--- config.mk ---
export PLATFORM = sky130hd
export DESIGN_NAME = mips_debug_ctrl_flat
export DESIGN_NICKNAME = d
export VERILOG_FILES = /design/src/rtl/mips_debug_ctrl_if.sv /design/src/rtl/mips_debug_ctrl.sv /design/src/flat_wrapper.sv
export SDC_FILE = /design/constraint.sdc
export NUM_CORES = 1
export LEC_CHECK = 0
export CORE_MARGIN = 4
export CORE_UTILIZATION = 55
export DETAILED_ROUTE_END_ITERATION = 12
export PLACE_DENSITY = 0.86
export SLEW_MARGIN = 15
export SYNTH_ARGS = -nofsm -noshare
export SYNTH_HDL_FRONTEND = slang
export SYNTH_SLANG_ARGS = --single-unit
--- constraint.sdc ---
create_clock -name i_clk -period 5.92 [get_ports i_clk]
set_input_delay 1.184 -clock i_clk [delete_from_list [all_inputs] [get_ports i_clk]]
set_output_delay 1.184 -clock i_clk [all_outputs]
set_load 0.01 [all_outputs]
--- src/rtl/mips_debug_ctrl_if.sv ---
// mips_debug_ctrl_if
// Bundles every non-clock signal of the debug sequencer: UART rx/tx
// handshakes, pipeline enable/halt/PC, instruction-memory write port and
// register-file debug read port.
//   slave  : view of the sequencer (mips_debug_ctrl)
//   master : view of the surrounding system (UART pair, MIPS core, memories)
interface mips_debug_ctrl_if #(
    parameter int LEN          = 32,
    parameter int NB_ADDR      = 5,
    parameter int NB_IMEM_ADDR = 10,
    parameter int NB_BYTE      = 8
) ();
    logic [NB_BYTE-1:0]      i_rx_data;
    logic                    i_rx_valid;
    logic [NB_BYTE-1:0]      o_tx_data;
    logic                    o_tx_start;
    logic                    i_tx_done;
    logic                    o_pipe_en;
    logic                    i_halt;
    logic [LEN-1:0]          i_pc;
    logic                    o_imem_we;
    logic [NB_IMEM_ADDR-1:0] o_imem_addr;
    logic [LEN-1:0]          o_imem_data;
    logic [NB_ADDR-1:0]      o_reg_dbg_addr;
    logic [LEN-1:0]          i_reg_dbg_data;
    logic                    o_busy;

    modport slave (
        input  i_rx_data, i_rx_valid, i_tx_done, i_halt, i_pc, i_reg_dbg_data,
        output o_tx_data, o_tx_start, o_pipe_en, o_imem_we, o_imem_addr,
               o_imem_data, o_reg_dbg_addr, o_busy
    );

    modport master (
        output i_rx_data, i_rx_valid, i_tx_done, i_halt, i_pc, i_reg_dbg_data,
        input  o_tx_data, o_tx_start, o_pipe_en, o_imem_we, o_imem_addr,
               o_imem_data, o_reg_dbg_addr, o_busy
    );
endinterface

--- src/rtl/mips_debug_ctrl.sv ---
// mips_debug_ctrl
// Run-control / debug sequencer for the 5-stage MIPS. Accepts byte commands
// from the UART receiver: 'L' loads program words into instruction memory,
// 'C' runs until HALT, 'S' single-steps, 'D' dumps only. Every run/step ends
// with a dump of reg0..reg31, PC and the cycle counter (34 words, LSB first).
// Ports:
//   i_clk  : clock
//   i_rst  : asynchronous active-low reset
//   bus    : mips_debug_ctrl_if.slave (UART rx/tx, pipe enable/halt/PC,
//            imem write port, register-file debug port, busy)
module mips_debug_ctrl #(
    parameter int          LEN          = 32,
    parameter int          NB_ADDR      = 5,
    parameter int          NB_IMEM_ADDR = 10,
    parameter int          NB_BYTE      = 8,
    parameter logic [7:0]  CMD_LOAD     = 8'h4C,
    parameter logic [7:0]  CMD_RUN      = 8'h43,
    parameter logic [7:0]  CMD_STEP     = 8'h53,
    parameter logic [7:0]  CMD_DUMP     = 8'h44
) (
    input  logic             i_clk,
    input  logic             i_rst,
    mips_debug_ctrl_if.slave bus
);
    typedef enum logic [3:0] {
        ST_IDLE      = 4'd0,
        ST_LOAD_CNT  = 4'd1,
        ST_LOAD_BYTE = 4'd2,
        ST_LOAD_WR   = 4'd3,
        ST_RUN       = 4'd4,
        ST_STEP      = 4'd5,
        ST_DUMP_ADDR = 4'd6,
        ST_DUMP_SEND = 4'd7,
        ST_DUMP_WAIT = 4'd8
    } state_t;

    localparam logic [5:0] PC_WORD   = 6'd32;
    localparam logic [5:0] LAST_WORD = 6'd33;

    state_t                  state_q, state_d;
    logic [NB_BYTE-1:0]      cnt_q, cnt_d;          // words left to load
    logic [NB_IMEM_ADDR-1:0] waddr_q, waddr_d;      // imem write address
    logic [1:0]              bidx_q, bidx_d;        // byte index inside a word
    logic [LEN-1:0]          word_q, word_d;        // load assembly / dump latch
    logic [5:0]              widx_q, widx_d;        // dump word index 0..33
    logic [LEN-1:0]          cycle_q, cycle_d;
    logic                    pipe_en_q, pipe_en_d;
    logic                    tx_start_q, tx_start_d;
    logic [NB_BYTE-1:0]      tx_data_q, tx_data_d;
    logic                    imem_we_q, imem_we_d;
    logic [NB_ADDR-1:0]      dbg_addr_q, dbg_addr_d;
    logic                    busy_q, busy_d;
    logic [LEN-1:0]          src_word_s;

    // Next-state and next-output logic for the command sequencer.
    always_comb begin
        state_d    = state_q;
        cnt_d      = cnt_q;
        waddr_d    = waddr_q;
        bidx_d     = bidx_q;
        word_d     = word_q;
        widx_d     = widx_q;
        cycle_d    = cycle_q + {{(LEN-1){1'b0}}, pipe_en_q};
        pipe_en_d  = 1'b0;
        tx_start_d = 1'b0;
        tx_data_d  = tx_data_q;
        imem_we_d  = 1'b0;
        dbg_addr_d = dbg_addr_q;
        src_word_s = word_q;

        case (state_q)
            ST_IDLE: begin
                // Dump pointers are parked at zero so any dump starts at reg0.
                widx_d     = 6'd0;
                bidx_d     = 2'd0;
                dbg_addr_d = '0;
                if (bus.i_rx_valid) begin
                    case (bus.i_rx_data)
                        CMD_LOAD: state_d = ST_LOAD_CNT;
                        // Enable is registered, so raising it here makes it
                        // high in the first RUN/STEP cycle.
                        CMD_RUN: begin
                            state_d   = ST_RUN;
                            pipe_en_d = 1'b1;
                        end
                        CMD_STEP: begin
                            state_d   = ST_STEP;
                            pipe_en_d = 1'b1;
                        end
                        CMD_DUMP: state_d = ST_DUMP_ADDR;
                        default:  state_d = ST_IDLE;
                    endcase
                end else begin
                    state_d = ST_IDLE;
                end
            end
            ST_LOAD_CNT: begin
                if (bus.i_rx_valid) begin
                    if (bus.i_rx_data == '0) begin
                        state_d = ST_IDLE;
                    end else begin
                        cnt_d   = bus.i_rx_data;
                        waddr_d = '0;
                        bidx_d  = 2'd0;
                        state_d = ST_LOAD_BYTE;
                    end
                end else begin
                    state_d = ST_LOAD_CNT;
                end
            end
            ST_LOAD_BYTE: begin
                if (bus.i_rx_valid) begin
                    word_d[{bidx_q, 3'b000} +: NB_BYTE] = bus.i_rx_data;
                    bidx_d = bidx_q + 2'd1;
                    if (bidx_q == 2'd3) begin
                        state_d   = ST_LOAD_WR;
                        imem_we_d = 1'b1;
                    end else begin
                        state_d = ST_LOAD_BYTE;
                    end
                end else begin
                    state_d = ST_LOAD_BYTE;
                end
            end
            ST_LOAD_WR: begin
                waddr_d = waddr_q + {{(NB_IMEM_ADDR-1){1'b0}}, 1'b1};
                cnt_d   = cnt_q - {{(NB_BYTE-1){1'b0}}, 1'b1};
                if (cnt_q == {{(NB_BYTE-1){1'b0}}, 1'b1}) begin
                    state_d = ST_IDLE;
                end else begin
                    state_d = ST_LOAD_BYTE;
                end
            end
            ST_RUN: begin
                // The edge that samples halt is the last one the pipe advances on.
                if (bus.i_halt) begin
                    state_d = ST_DUMP_ADDR;
                end else begin
                    pipe_en_d = 1'b1;
                end
            end
            ST_STEP:      state_d = ST_DUMP_ADDR;
            ST_DUMP_ADDR: state_d = ST_DUMP_SEND;
            ST_DUMP_SEND: begin
                // Latch the source word only on byte 0; bytes 1..3 reuse it.
                if (bidx_q == 2'd0) begin
                    if (widx_q < PC_WORD) begin
                        src_word_s = bus.i_reg_dbg_data;
                    end else if (widx_q == PC_WORD) begin
                        src_word_s = bus.i_pc;
                    end else begin
                        src_word_s = cycle_q;
                    end
                end else begin
                    src_word_s = word_q;
                end
                word_d     = src_word_s;
                tx_data_d  = src_word_s[{bidx_q, 3'b000} +: NB_BYTE];
                tx_start_d = 1'b1;
                state_d    = ST_DUMP_WAIT;
            end
            ST_DUMP_WAIT: begin
                if (bus.i_tx_done) begin
                    if (bidx_q != 2'd3) begin
                        bidx_d  = bidx_q + 2'd1;
                        state_d = ST_DUMP_SEND;
                    end else if (widx_q == LAST_WORD) begin
                        bidx_d  = 2'd0;
                        state_d = ST_IDLE;
                    end else begin
                        bidx_d     = 2'd0;
                        widx_d     = widx_q + 6'd1;
                        dbg_addr_d = widx_d[NB_ADDR-1:0];
                        state_d    = ST_DUMP_ADDR;
                    end
                end else begin
                    state_d = ST_DUMP_WAIT;
                end
            end
            default: state_d = ST_IDLE;
        endcase

        busy_d = (state_d != ST_IDLE);
    end

    // State and registered-output flops; reset aborts any operation at once.
    always_ff @(posedge i_clk or negedge i_rst) begin
        if (!i_rst) begin
            state_q    <= ST_IDLE;
            cnt_q      <= '0;
            waddr_q    <= '0;
            bidx_q     <= 2'd0;
            word_q     <= '0;
            widx_q     <= 6'd0;
            cycle_q    <= '0;
            pipe_en_q  <= 1'b0;
            tx_start_q <= 1'b0;
            tx_data_q  <= '0;
            imem_we_q  <= 1'b0;
            dbg_addr_q <= '0;
            busy_q     <= 1'b0;
        end else begin
            state_q    <= state_d;
            cnt_q      <= cnt_d;
            waddr_q    <= waddr_d;
            bidx_q     <= bidx_d;
            word_q     <= word_d;
            widx_q     <= widx_d;
            cycle_q    <= cycle_d;
            pipe_en_q  <= pipe_en_d;
            tx_start_q <= tx_start_d;
            tx_data_q  <= tx_data_d;
            imem_we_q  <= imem_we_d;
            dbg_addr_q <= dbg_addr_d;
            busy_q     <= busy_d;
        end
    end

    assign bus.o_tx_data      = tx_data_q;
    assign bus.o_tx_start     = tx_start_q;
    assign bus.o_pipe_en      = pipe_en_q;
    assign bus.o_imem_we      = imem_we_q;
    assign bus.o_imem_addr    = waddr_q;
    assign bus.o_imem_data    = word_q;
    assign bus.o_reg_dbg_addr = dbg_addr_q;
    assign bus.o_busy         = busy_q;
endmodule

--- src/flat_wrapper.sv ---
// flat-port wrapper written by rule: the top's interface ports become plain ports
module mips_debug_ctrl_flat 
#(
    parameter int          LEN          = 32,
    parameter int          NB_ADDR      = 5,
    parameter int          NB_IMEM_ADDR = 10,
    parameter int          NB_BYTE      = 8,
    parameter logic [7:0]  CMD_LOAD     = 8'h4C,
    parameter logic [7:0]  CMD_RUN      = 8'h43,
    parameter logic [7:0]  CMD_STEP     = 8'h53,
    parameter logic [7:0]  CMD_DUMP     = 8'h44
)
  (i_clk, i_rst, bus_i_rx_data, bus_i_rx_valid, bus_i_tx_done, bus_i_halt, bus_i_pc, bus_i_reg_dbg_data, bus_o_tx_data, bus_o_tx_start, bus_o_pipe_en, bus_o_imem_we, bus_o_imem_addr, bus_o_imem_data, bus_o_reg_dbg_addr, bus_o_busy);
  mips_debug_ctrl_if #(.LEN(LEN), .NB_ADDR(NB_ADDR), .NB_IMEM_ADDR(NB_IMEM_ADDR), .NB_BYTE(NB_BYTE)) bus_i ();
  input  logic i_clk;
  input  logic i_rst;
  input wire logic [$bits(bus_i.i_rx_data)-1:0] bus_i_rx_data;
  input wire logic [$bits(bus_i.i_rx_valid)-1:0] bus_i_rx_valid;
  input wire logic [$bits(bus_i.i_tx_done)-1:0] bus_i_tx_done;
  input wire logic [$bits(bus_i.i_halt)-1:0] bus_i_halt;
  input wire logic [$bits(bus_i.i_pc)-1:0] bus_i_pc;
  input wire logic [$bits(bus_i.i_reg_dbg_data)-1:0] bus_i_reg_dbg_data;
  output wire logic [$bits(bus_i.o_tx_data)-1:0] bus_o_tx_data;
  output wire logic [$bits(bus_i.o_tx_start)-1:0] bus_o_tx_start;
  output wire logic [$bits(bus_i.o_pipe_en)-1:0] bus_o_pipe_en;
  output wire logic [$bits(bus_i.o_imem_we)-1:0] bus_o_imem_we;
  output wire logic [$bits(bus_i.o_imem_addr)-1:0] bus_o_imem_addr;
  output wire logic [$bits(bus_i.o_imem_data)-1:0] bus_o_imem_data;
  output wire logic [$bits(bus_i.o_reg_dbg_addr)-1:0] bus_o_reg_dbg_addr;
  output wire logic [$bits(bus_i.o_busy)-1:0] bus_o_busy;
  assign bus_i.i_rx_data = bus_i_rx_data;
  assign bus_i.i_rx_valid = bus_i_rx_valid;
  assign bus_i.i_tx_done = bus_i_tx_done;
  assign bus_i.i_halt = bus_i_halt;
  assign bus_i.i_pc = bus_i_pc;
  assign bus_i.i_reg_dbg_data = bus_i_reg_dbg_data;
  assign bus_o_tx_data = bus_i.o_tx_data;
  assign bus_o_tx_start = bus_i.o_tx_start;
  assign bus_o_pipe_en = bus_i.o_pipe_en;
  assign bus_o_imem_we = bus_i.o_imem_we;
  assign bus_o_imem_addr = bus_i.o_imem_addr;
  assign bus_o_imem_data = bus_i.o_imem_data;
  assign bus_o_reg_dbg_addr = bus_i.o_reg_dbg_addr;
  assign bus_o_busy = bus_i.o_busy;
  mips_debug_ctrl #(.LEN(LEN), .NB_ADDR(NB_ADDR), .NB_IMEM_ADDR(NB_IMEM_ADDR), .NB_BYTE(NB_BYTE), .CMD_LOAD(CMD_LOAD), .CMD_RUN(CMD_RUN), .CMD_STEP(CMD_STEP), .CMD_DUMP(CMD_DUMP)) u_core (.i_clk(i_clk), .i_rst(i_rst), .bus(bus_i));
endmodule
; After elaboration in Yosys (flattened, before gate mapping)
; Index checks and enable logic that the tools add are counted.
[totals]
latchBits = 0
memories = 0
regBits = 111
mem_bits_ro = 0
ramBits = 0
word_cells = 106
[classes]
add_sub_neg = 6
muxes = 47
div = 0
mul = 0
order_cmp = 1
reduce_logical = 13
bitwise_logic = 0
n_shift = 3
n_eq_ne = 23
[op_table]
columns = operator, count
row1 = two-way mux 32 bit, 5
row2 = case mux 32 bit (2 select lines), 1
row3 = case mux 4 bit (9 select lines), 1
row4 = adder 32 x 1 -> 32 bit, 1
row5 = bitwise mux 32 bit, 1
row6 = "== test 8 x 7 -> 1 bit, second input constant", 4
row7 = "variable shift 8 x 7 -> 32 bit, first input constant", 1
row8 = indexed part select 32 x 6 -> 8 bit, 1
row9 = indexed part select 8 x 7 -> 32 bit, 1
row10 = two-way mux 10 bit, 2
row11 = case mux 10 bit (2 select lines), 1
row12 = two-way mux 6 bit, 3
row13 = "== test 4 x 3 -> 1 bit, second input constant", 4
row14 = two-way mux 2 bit, 8
row15 = two-way mux 8 bit, 2
row16 = case mux 8 bit (2 select lines), 1
row17 = two-way mux 5 bit, 3
row18 = "inequality test 2 bit, second input constant", 7
row19 = "== test 6 bit, second input constant", 2
row20 = two-way mux 4 bit, 3
row21 = case mux 3 bit (4 select lines), 1
row22 = case mux 6 bit (2 select lines), 1
row23 = "adder 10 x 1 -> 10 bit, second input constant", 1
row24 = case mux 5 bit (2 select lines), 1
row25 = 24 further kinds, 37

; Logic depth before layout (Yosys ltp)
; Gate-level depths: netlist (run 1).
[depth]
depth_word = 6
mapped_depth = 10
depth_no_buf = 7

; Least setup slack after synthesis (run 1)
; No wires, ideal clock.
[synth_path]
path_kind = input port to flip-flop
start = in bus_i_rx_data[3]
end = reg u_core.busy_q, in the netlist u_core.bus.o_busy
t_required_ns = 5.789
setup_ns = 0.131
path_stages = 5
t_arrival_ns = 2.745
slack_ns = 3.044
n_path_buf = 1
cell_sequence = buf_2 > nor4_2 > a21oi_2 > or4_4 > or3_1
[synth_between]
elab_chain_len = 5
[synth_lines]
columns = item, line_no
row1 = "start, declared", flat_wrapper.sv:17  ; input wire logic [$bits(bus_i.i_rx_data)-1:0] bus_i_rx_data;
row2 = == test 8 x 7 -> 1 bit or zero test 8 bit (tied branches), "mips_debug_ctrl.sv:78, mips_debug_ctrl.sv:99"
row3 = case mux 3 bit (4 select lines) or two-way mux 2 bit (tied branches), "mips_debug_ctrl.sv:78, mips_debug_ctrl.sv:99"
row4 = two-way mux 3 bit or two-way mux 2 bit (tied branches), "mips_debug_ctrl.sv:77, mips_debug_ctrl.sv:98"
row5 = case mux 4 bit (9 select lines) (*), mips_debug_ctrl.sv:71  ; case (state_q)
row6 = named net u_core.state_d[1], mips_debug_ctrl.sv:40  ; state_t state_q, state_d;
row7 = nonzero test 4 bit (*), mips_debug_ctrl.sv:183  ; busy_d = (state_d != ST_IDLE);
row8 = named net u_core.busy_d, mips_debug_ctrl.sv:52  ; logic busy_q, busy_d;
row9 = "end signal, assigned", mips_debug_ctrl.sv:215  ; busy_q <= busy_d;
row10 = "end, declared", mips_debug_ctrl.sv:52
; The timed path passes the listed nets; every way through them passes the cells marked *.
; A chain may end at the register's enable or synchronous reset.

; Worst setup path after layout (run 1)
[layout_path]
start = in bus_i_rx_data[1]
end = reg u_core.waddr_q[9], in the netlist u_core.bus.o_imem_addr[9]
[layout_between]
elab_chain_len = 3
[layout_lines]
columns = item, line_no
row1 = zero test 8 bit, mips_debug_ctrl.sv:99  ; if (bus.i_rx_data == '0) begin
row2 = inequality test 2 bit (no line), --
row3 = AND reduction 3 bit (no line), --
row4 = "end signal, assigned", mips_debug_ctrl.sv:205  ; waddr_q <= waddr_d;
row5 = "end, declared", mips_debug_ctrl.sv:42  ; logic [NB_IMEM_ADDR-1:0] waddr_q, waddr_d;
; No other way between the ends.

==> impl_metrics.py, run 1 <==
metrics = {
    "grt": {
        "antenna_found_initial": 0,
        "grt_pass1_vias": 5863,
        "grt_max_degree": 78,
        "grt_pass1_wl_mm": 31.6,
        "grt-ovfl-total": 0,
        "grt_use_total_pct": 30.8,
    },
    "min_path": {
        "min_path_type": "register to register",
        "hold_depth": 1,
        "hp-start": "u_core.cycle_q[31]$_DFF_PN0_",
    },
    "setup_path": {
        "worstPathCellList": "clkdlybuf4s50_1 -> nor4_2 -> a21boi_0 -> o211ai_1 -> o21ai_0 -> a21oi_1",
        "regToRegStartpoint": "u_core.bidx_q[0]$_DFFE_PN0P_",
        "critPathMaxFanout": 15,
        "crit_slowest_cell": "o211ai_1",
        "reg2reg_depth": 8,
        "cp-start-kind": "input pin",
        "slowest_delay_ps": 850,
        "cp.depth": 6,
        "worst-setup-path-type": "input pin to register",
        "cp-end-kind": "register",
        "cp_top_family": "compound AO/OA/AOI/OAI gates",
        "startpoint": "bus_i_rx_data[1]",
        "critPathRequiredTime_ps": 6190,
        "critPathArrivalTime_ps": 3770,
        "path_buf_inv": 1,
    },
    "drt": {
        "drt_iter0_drc": 732,
        "drtPass1Iterations": 5,
        "vias_per_cell": 6.51,
        "routed_wl_mm": 19.9,
        "vias": 6167,
        "remaining_drc_errors": 0,
        "wl_per_cell_um": 21.0,
        "antenna_left": 0,
    },
    "synth": {
        "synth.cell_area_sq_um": 6220,
        "synth.area.top_cells": "dfrtp_1 (43%), nand2_1 (6.2%), o21ai_0 (5.0%)",
        "syn_nets": 786,
        "postSynthCellCount": 697,
        "yosys_warnings": 0,
        "synth_most_common_cell": "dfrtp_1",
        "synth_top_area_share_pct": 42.6,
        "yosys-top-cells-count": "dfrtp_1 (106), nand2_1 (103), o21ai_0 (62), nor2_1 (41), a21oi_1 (30)",
        "synth_edf_count": 0,
        "seq_area_frac_synth_pct": 42.6,
        "yosys.area.top_type": "dfrtp_1",
        "async_reset_ff_share_pct": 100,
        "ys.flop_type": "dfrtp_1",
        "ys_ff_latch": 106,
        "synth_cell_type_count": 66,
        "syn_avg_cell_area_sq_um": 8.93,
    },
    "placed_design": {
        "io_buffers": 135,
        "post-dp-hpwl_mm": 14.7,
        "pre_cts_slack_ps": 2070,
        "gp_congestion": 0.980,
    },
    "sta": {
        "tns_ps": 0,
        "period_share_pct": 59.0,
        "maxSlewHeadroom_pct": 32.0,
        "fin_ws_ps": 2430,
        "setup_violations": 0,
        "hold_violations": 0,
        "rsz0062_at_grt": "false",
        "fin_worst_skew_ps": 7.86,
        "tightestPinTransition_ps": 1020,
        "drv_slew": 0,
        "fmax_ghz": 0.286,
        "min_period_ps": 3490,
    },
    "layout": {
        "drive_gt1_share_pct": 4.96,
        "nets": 893,
        "diodes": 0,
        "n_fill_cell": 831,
        "syn_to_final_growth_pct": 26.8,
    },
    "job": {
        "timing.max_cap.violations": 0,
    },
    "floorplan": {
        "coreArea_sq_um": 10900,
        "die_h_um": 114,
        "row_count": 38,
        "dieArea_sq_um": 13100,
        "io_pins": 136,
        "start_util_pct": 56.9,
        "die_w_um": 114,
    },
    "cts": {
        "cts_sinks": 106,
        "insertion_delay_ps": 350,
        "post_cts_resized": 0,
        "hold_buffers": 0,
        "cts.reportedPaths.clkPinSlew_ps": 70,
        "ctsLongestPathBuffers": 2,
        "numCtsBuffers": 9,
        "htree_levels": 3,
        "postCtsSetupRepairBufs": 0,
        "cts_tree": "done",
        "root_buffer": "clkbuf_16",
    },
    "power_and_ir_drop": {
        "combPwrFrac_pct": 38.9,
        "p_sw_share_pct": 37.8,
        "p_per_area_nw_per_um2": 345,
        "power.switching_mw": 1.03,
        "power_frac_seq_pct": 38.8,
        "ir_drop_mv": 0.212,
        "p_leak_nw": 3.42,
        "p_clk_share_pct": 22.3,
        "p_int_mw": 1.69,
    },
    "status": {
        "status": "complete, no violations",
    },
}
worst register-to-register path: cells and delay by family, from the launching register on:
kind / cells / cell delay [ps]
simple gates: 1 / 860
compound gates: 4 / 760
buf+inv: 2 / 650
flops: 1 / 610
fa+ha+maj: 1 / 210
final cells by class:
type | count | area [sq um] | share of cell area (%)
clock buffers | 12 | 256 | 3.25
repair buffers | 141 | 1390 | 17.7
flip-flops and latches | 106 | 2650 | 33.6
inverters | 21 | 78.8 | 0.998
multi-input cells | 525 | 3300 | 41.8
well taps | 140 | 175 | 2.22
clock inverters | 2 | 37.5 | 0.475
logic make-up (layout without fill, tap and decap cells):
| family | count (synthesis) | in the layout | synth area share [%] |
|---|---|---|---|
| AOI/OAI and AO/OA | 206 | 206 | 21.6 |
| and+or+nand+nor | 252 | 252 | 20.7 |
| DFF | 106 | 106 | 42.6 |
| muxes | 18 | 18 | 2.95 |
| buffers and inverters | 66 | 176 | 4.50 |
| xor gates and xnor gates | 37 | 37 | 5.21 |
| adders and majority gates | 12 | 12 | 2.41 |
registers in the layout (all words and copies together) (netlist names):
signal and flops:
u_core.bus.o_tx_start 1, u_core.bidx_q 2, u_core.bus.o_busy 1, u_core.cnt_q 8, u_core.state_q 4, u_core.bus.o_tx_data 8
u_core.bus.o_imem_data 32, u_core.bus.o_pipe_en 1, u_core.widx_q 2, u_core.cycle_q 32, u_core.bus.o_imem_addr 10, u_core.bus.o_imem_we 1
u_core.bus.o_reg_dbg_addr 4
stage by stage:
step | area [sq um] | util (%) | cells | total power, mW | hold WS, ps
final | 7900 | 72.2 | 947 | 2.72 | 488
after global routing | 7900 | 72.2 | 947 | 2.88 | 497
after CTS | 7900 | 72.2 | 947 | 2.71 | 483
after detailed placement | 7600 | 69.5 | 933 | 2.10 | 474
after global placement | 7600 | 69.5 | 933 | 2.07 | 459
after floorplan | 6220 | - | 697 | 1.62 | 441
per-layer routing:
layer	up-vias	global-route usage [%]	share of wire, %
met5	-	0	0
met4	0	10.4	2.5
met3	42	5.81	9.7
met2	338	46.5	46
met1	3010	44.7	41
li1	2777	-	-
placed cells by master (no fill, tap or decap), types with 3 or more instances in the layout:
cell type | synthesis | routed
mux2_2 | 3 | 3
a221o_1 | 4 | 4
o21ai_0 | 62 | 62
nor3_1 | 8 | 8
mux2i_1 | 15 | 15
a22oi_1 | 28 | 28
dfrtp_1 | 106 | 106
nor4_2 | 3 | 3
or4_1 | 3 | 3
a31oi_1 | 24 | 24
a211oi_1 | 3 | 3
nand2_1 | 103 | 103
a32oi_1 | 10 | 10
o31ai_1 | 3 | 3
nand4_1 | 16 | 16
a222oi_1 | 5 | 5
clkdlybuf4s50_1 | 0 | 134
nor3_2 | 4 | 4
buf_4 | 5 | 7
inv_1 | 21 | 21
o221ai_1 | 8 | 8
nor4_1 | 5 | 5
o211ai_1 | 7 | 7
ha_1 | 12 | 12
nor2b_1 | 9 | 9
a21o_1 | 4 | 4
and3_1 | 7 | 7
nor2_1 | 41 | 41
nand3_1 | 22 | 22
clkbuf_16 | 0 | 9
a21oi_1 | 30 | 30
or3_1 | 5 | 5
and2_1 | 4 | 4
and4_1 | 6 | 6
xnor2_1 | 25 | 25
xor2_1 | 12 | 12
power groups by stage:
stage	Clock (mW)	Combinational [mW]	Sequential [mW]
after CTS	0.611	1.05	1.05
after floorplan	0	0.577	1.04
final	0.608	1.06	1.06
after global routing	0.647	1.15	1.08
after detailed placement	0	1.04	1.06
after global placement	0	1.01	1.05
path summary, 6_finish.rpt:
path                       slack [ps]                                endpoint
max                              2430   u_core.bus.o_imem_addr[9]$_DFFE_PN0P_
min                               490            u_core.cycle_q[31]$_DFF_PN0_
max reg2reg                      2740     u_core.bus.o_tx_data[1]$_DFFE_PN0P_
min reg2reg                       490            u_core.cycle_q[31]$_DFF_PN0_
max in group asynchronous        3920  u_core.bus.o_imem_data[29]$_DFFE_PN0P_
min in group asynchronous        1010             u_core.bus.o_busy$_DFF_PN0_
No activity file was read; power rests on OpenSTA's default activity.
==> run 2: changes to the inputs <==
- CORE_UTILIZATION: 55 -> 52
- PLACE_DENSITY: 0.86 -> 0.82
- clock period: 5.92 -> 3.55 ns (I/O delays scaled with it)
==> run 2 against run 1 <==
Compared with the run above: utilization shrank 3.3 points; largest power group is now combinational logic; flip-flop and latch count is the same; critical path type is now register to register; cell count grew 1.6%; highest routed layer unchanged; worst hold slack lost 120 ps.
==> impl_metrics.py, run 2 (synthesis results as in run 1) <==
metrics = {
    "setup_path": {
        "cp-start-kind": "register",
        "critPathRequiredTime_ps": 3820,
        "worstPathCellList": "inv_1 -> ha_1 -> nor2b_1 -> a22oi_1 -> o21ai_0 -> a222oi_1 -> o221ai_1",
        "crit_slowest_cell": "nor2b_1",
        "cp-end-kind": "register",
        "startpoint": "u_core.bidx_q[1]$_DFFE_PN0P_",
        "regToRegStartpoint": "u_core.bidx_q[1]$_DFFE_PN0P_",
        "critPathArrivalTime_ps": 3040,
        "worst-setup-path-type": "register to register",
        "slowest_delay_ps": 780,
        "critPathMaxFanout": 15,
    },
    "drt": {
        "drt_iter0_drc": 849,
        "drtPass1Iterations": 8,
        "vias": 6150,
        "antenna_left": 0,
        "vias_per_cell": 6.39,
        "routed_wl_mm": 20.0,
        "remaining_drc_errors": 0,
        "wl_per_cell_um": 20.8,
    },
    "sta": {
        "hold_violations": 0,
        "drv_slew": 0,
        "period_share_pct": 78.1,
        "tightestPinTransition_ps": 1030,
        "maxSlewHeadroom_pct": 30.9,
        "fin_worst_skew_ps": 10.5,
        "fin_ws_ps": 777,
        "rsz0062_at_grt": "false",
        "fmax_ghz": 0.361,
        "min_period_ps": 2770,
        "setup_violations": 0,
        "tns_ps": 0,
    },
    "layout": {
        "diodes": 0,
        "final_common_cell": "clkdlybuf4s50_1",
        "nets": 905,
        "syn_to_final_growth_pct": 28.0,
        "final_cell_mix": "clkdlybuf4s50_1 (134), dfrtp_1 (106), nand2_1 (103), o21ai_0 (62), nor2_1 (41)",
        "drive_gt1_share_pct": 6.23,
        "n_fill_cell": 913,
        "stdcell_count": 962,
    },
    "cts": {
        "hold_buffers": 0,
        "ctsLongestPathBuffers": 2,
        "cts_sinks": 106,
        "root_buffer": "clkbuf_16",
        "postCtsSetupRepairBufs": 0,
        "insertion_delay_ps": 360,
        "numCtsBuffers": 9,
        "cts_tree": "done",
        "htree_levels": 3,
        "cts.reportedPaths.clkPinSlew_ps": 70,
        "post_cts_resized": 0,
    },
    "power_and_ir_drop": {
        "p_per_area_nw_per_um2": 565,
        "ir_drop_mv": 0.314,
        "p_leak_nw": 3.46,
    },
    "placed_design": {
        "gp_congestion": 0.896,
        "post-dp-hpwl_mm": 14.7,
        "io_buffers": 135,
        "place_inst": 948,
        "pre_cts_slack_ps": 485,
    },
    "grt": {
        "grt_pass1_vias": 5964,
        "grt_use_total_pct": 28.8,
        "grt_pass1_wl_mm": 32.0,
        "grt_max_degree": 57,
        "antenna_found_initial": 0,
        "grt-ovfl-total": 0,
    },
    "status": {
        "status": "complete, no violations",
    },
    "floorplan": {
        "die_h_um": 117,
        "coreArea_sq_um": 11600,
        "die_w_um": 117,
        "row_count": 39,
        "dieArea_sq_um": 13800,
        "start_util_pct": 53.8,
        "io_pins": 136,
    },
    "job": {
        "timing.max_cap.violations": 0,
    },
    "min_path": {
        "min_path_type": "input pin to async pin",
    },
}
-- run 2: cell count changes in the layout (fill, tap and decap cells not counted) --
| cell | delta |
|---|---|
| bufinv_16 | -1 |
| buf_12 | +1 |
| clkbuf_8 | -1 |
| clkbuf_1 | +1 |
| clkinvlp_4 | +1 |
| buf_4 | +11 |
-- run 2: per-stage QoR --
stage | instance area (sq um) | utilization (%) | total power [mW] | hold slack (ps)
finish | 7970 | 68.9 | 4.50 | 371
global route | 7970 | 68.9 | 4.75 | 432
CTS | 7970 | 68.9 | 4.49 | 401
detailed placement | 7710 | 66.6 | 3.55 | 484
global placement | 7710 | 66.6 | 3.50 | 457
floorplan | 6220 | - | 2.70 | 414
-- run 2: report_power, final --
| part | total, mW | internal [mW] | switching (mW) | leakage, nW |
|---|---|---|---|---|
| clock | 0.947 | 0.489 | 0.458 | 0.121 |
| sequential | 1.75 | 1.45 | 0.301 | 1.43 |
| combinational | 1.80 | 0.818 | 0.985 | 1.91 |
-- run 2: cell type report --
type	count	area, sq um	share of cell area (%)
Multi-Input combinational cell	525	3300	41.4
Sequential cell	106	2650	33.3
Timing Repair Buffer	153	1500	18.8
Clock buffer	12	246	3.09
Tap cell	143	179	2.25
Inverter	21	78.8	0.989
Clock inverter	2	15.0	0.188
-- run 2: worst paths after layout --
| check | endpoint | slack (ps) | depth (start not counted) |
|---|---|---|---|
| max | u_core.bus.o_tx_data[2]$_DFFE_PN0P_ | 780 | 7 |
| min | u_core.state_q[0]$_DFF_PN0_ | 370 | 1 |
| max reg2reg | u_core.bus.o_tx_data[2]$_DFFE_PN0P_ | 780 | 7 |
| min reg2reg | u_core.cycle_q[31]$_DFF_PN0_ | 500 | 1 |
| max in group asynchronous | u_core.cycle_q[12]$_DFF_PN0_ | 2440 | 2 |
| min in group i_clk | u_core.cycle_q[31]$_DFF_PN0_ | 500 | 1 |
-- run 2: metal layers --
metal	wire length (um)	GRT usage, %	part of all wire, %	vias to the layer above
met5	0	0	0	-
met3	1620	6.45	8.1	48
met2	9550	46.5	48	337
met4	598	9.75	3.0	0
li1	-	-	-	2798
met1	8270	38.5	41	2967
-- run 2: critical path, delay by kind of cell, from the launching register on --
kind            cells  cell delay (ps)
compound gates      4              740
simple gates        1              780
buf+inv             1              150
flops               1              550
fa+ha+maj           1              450
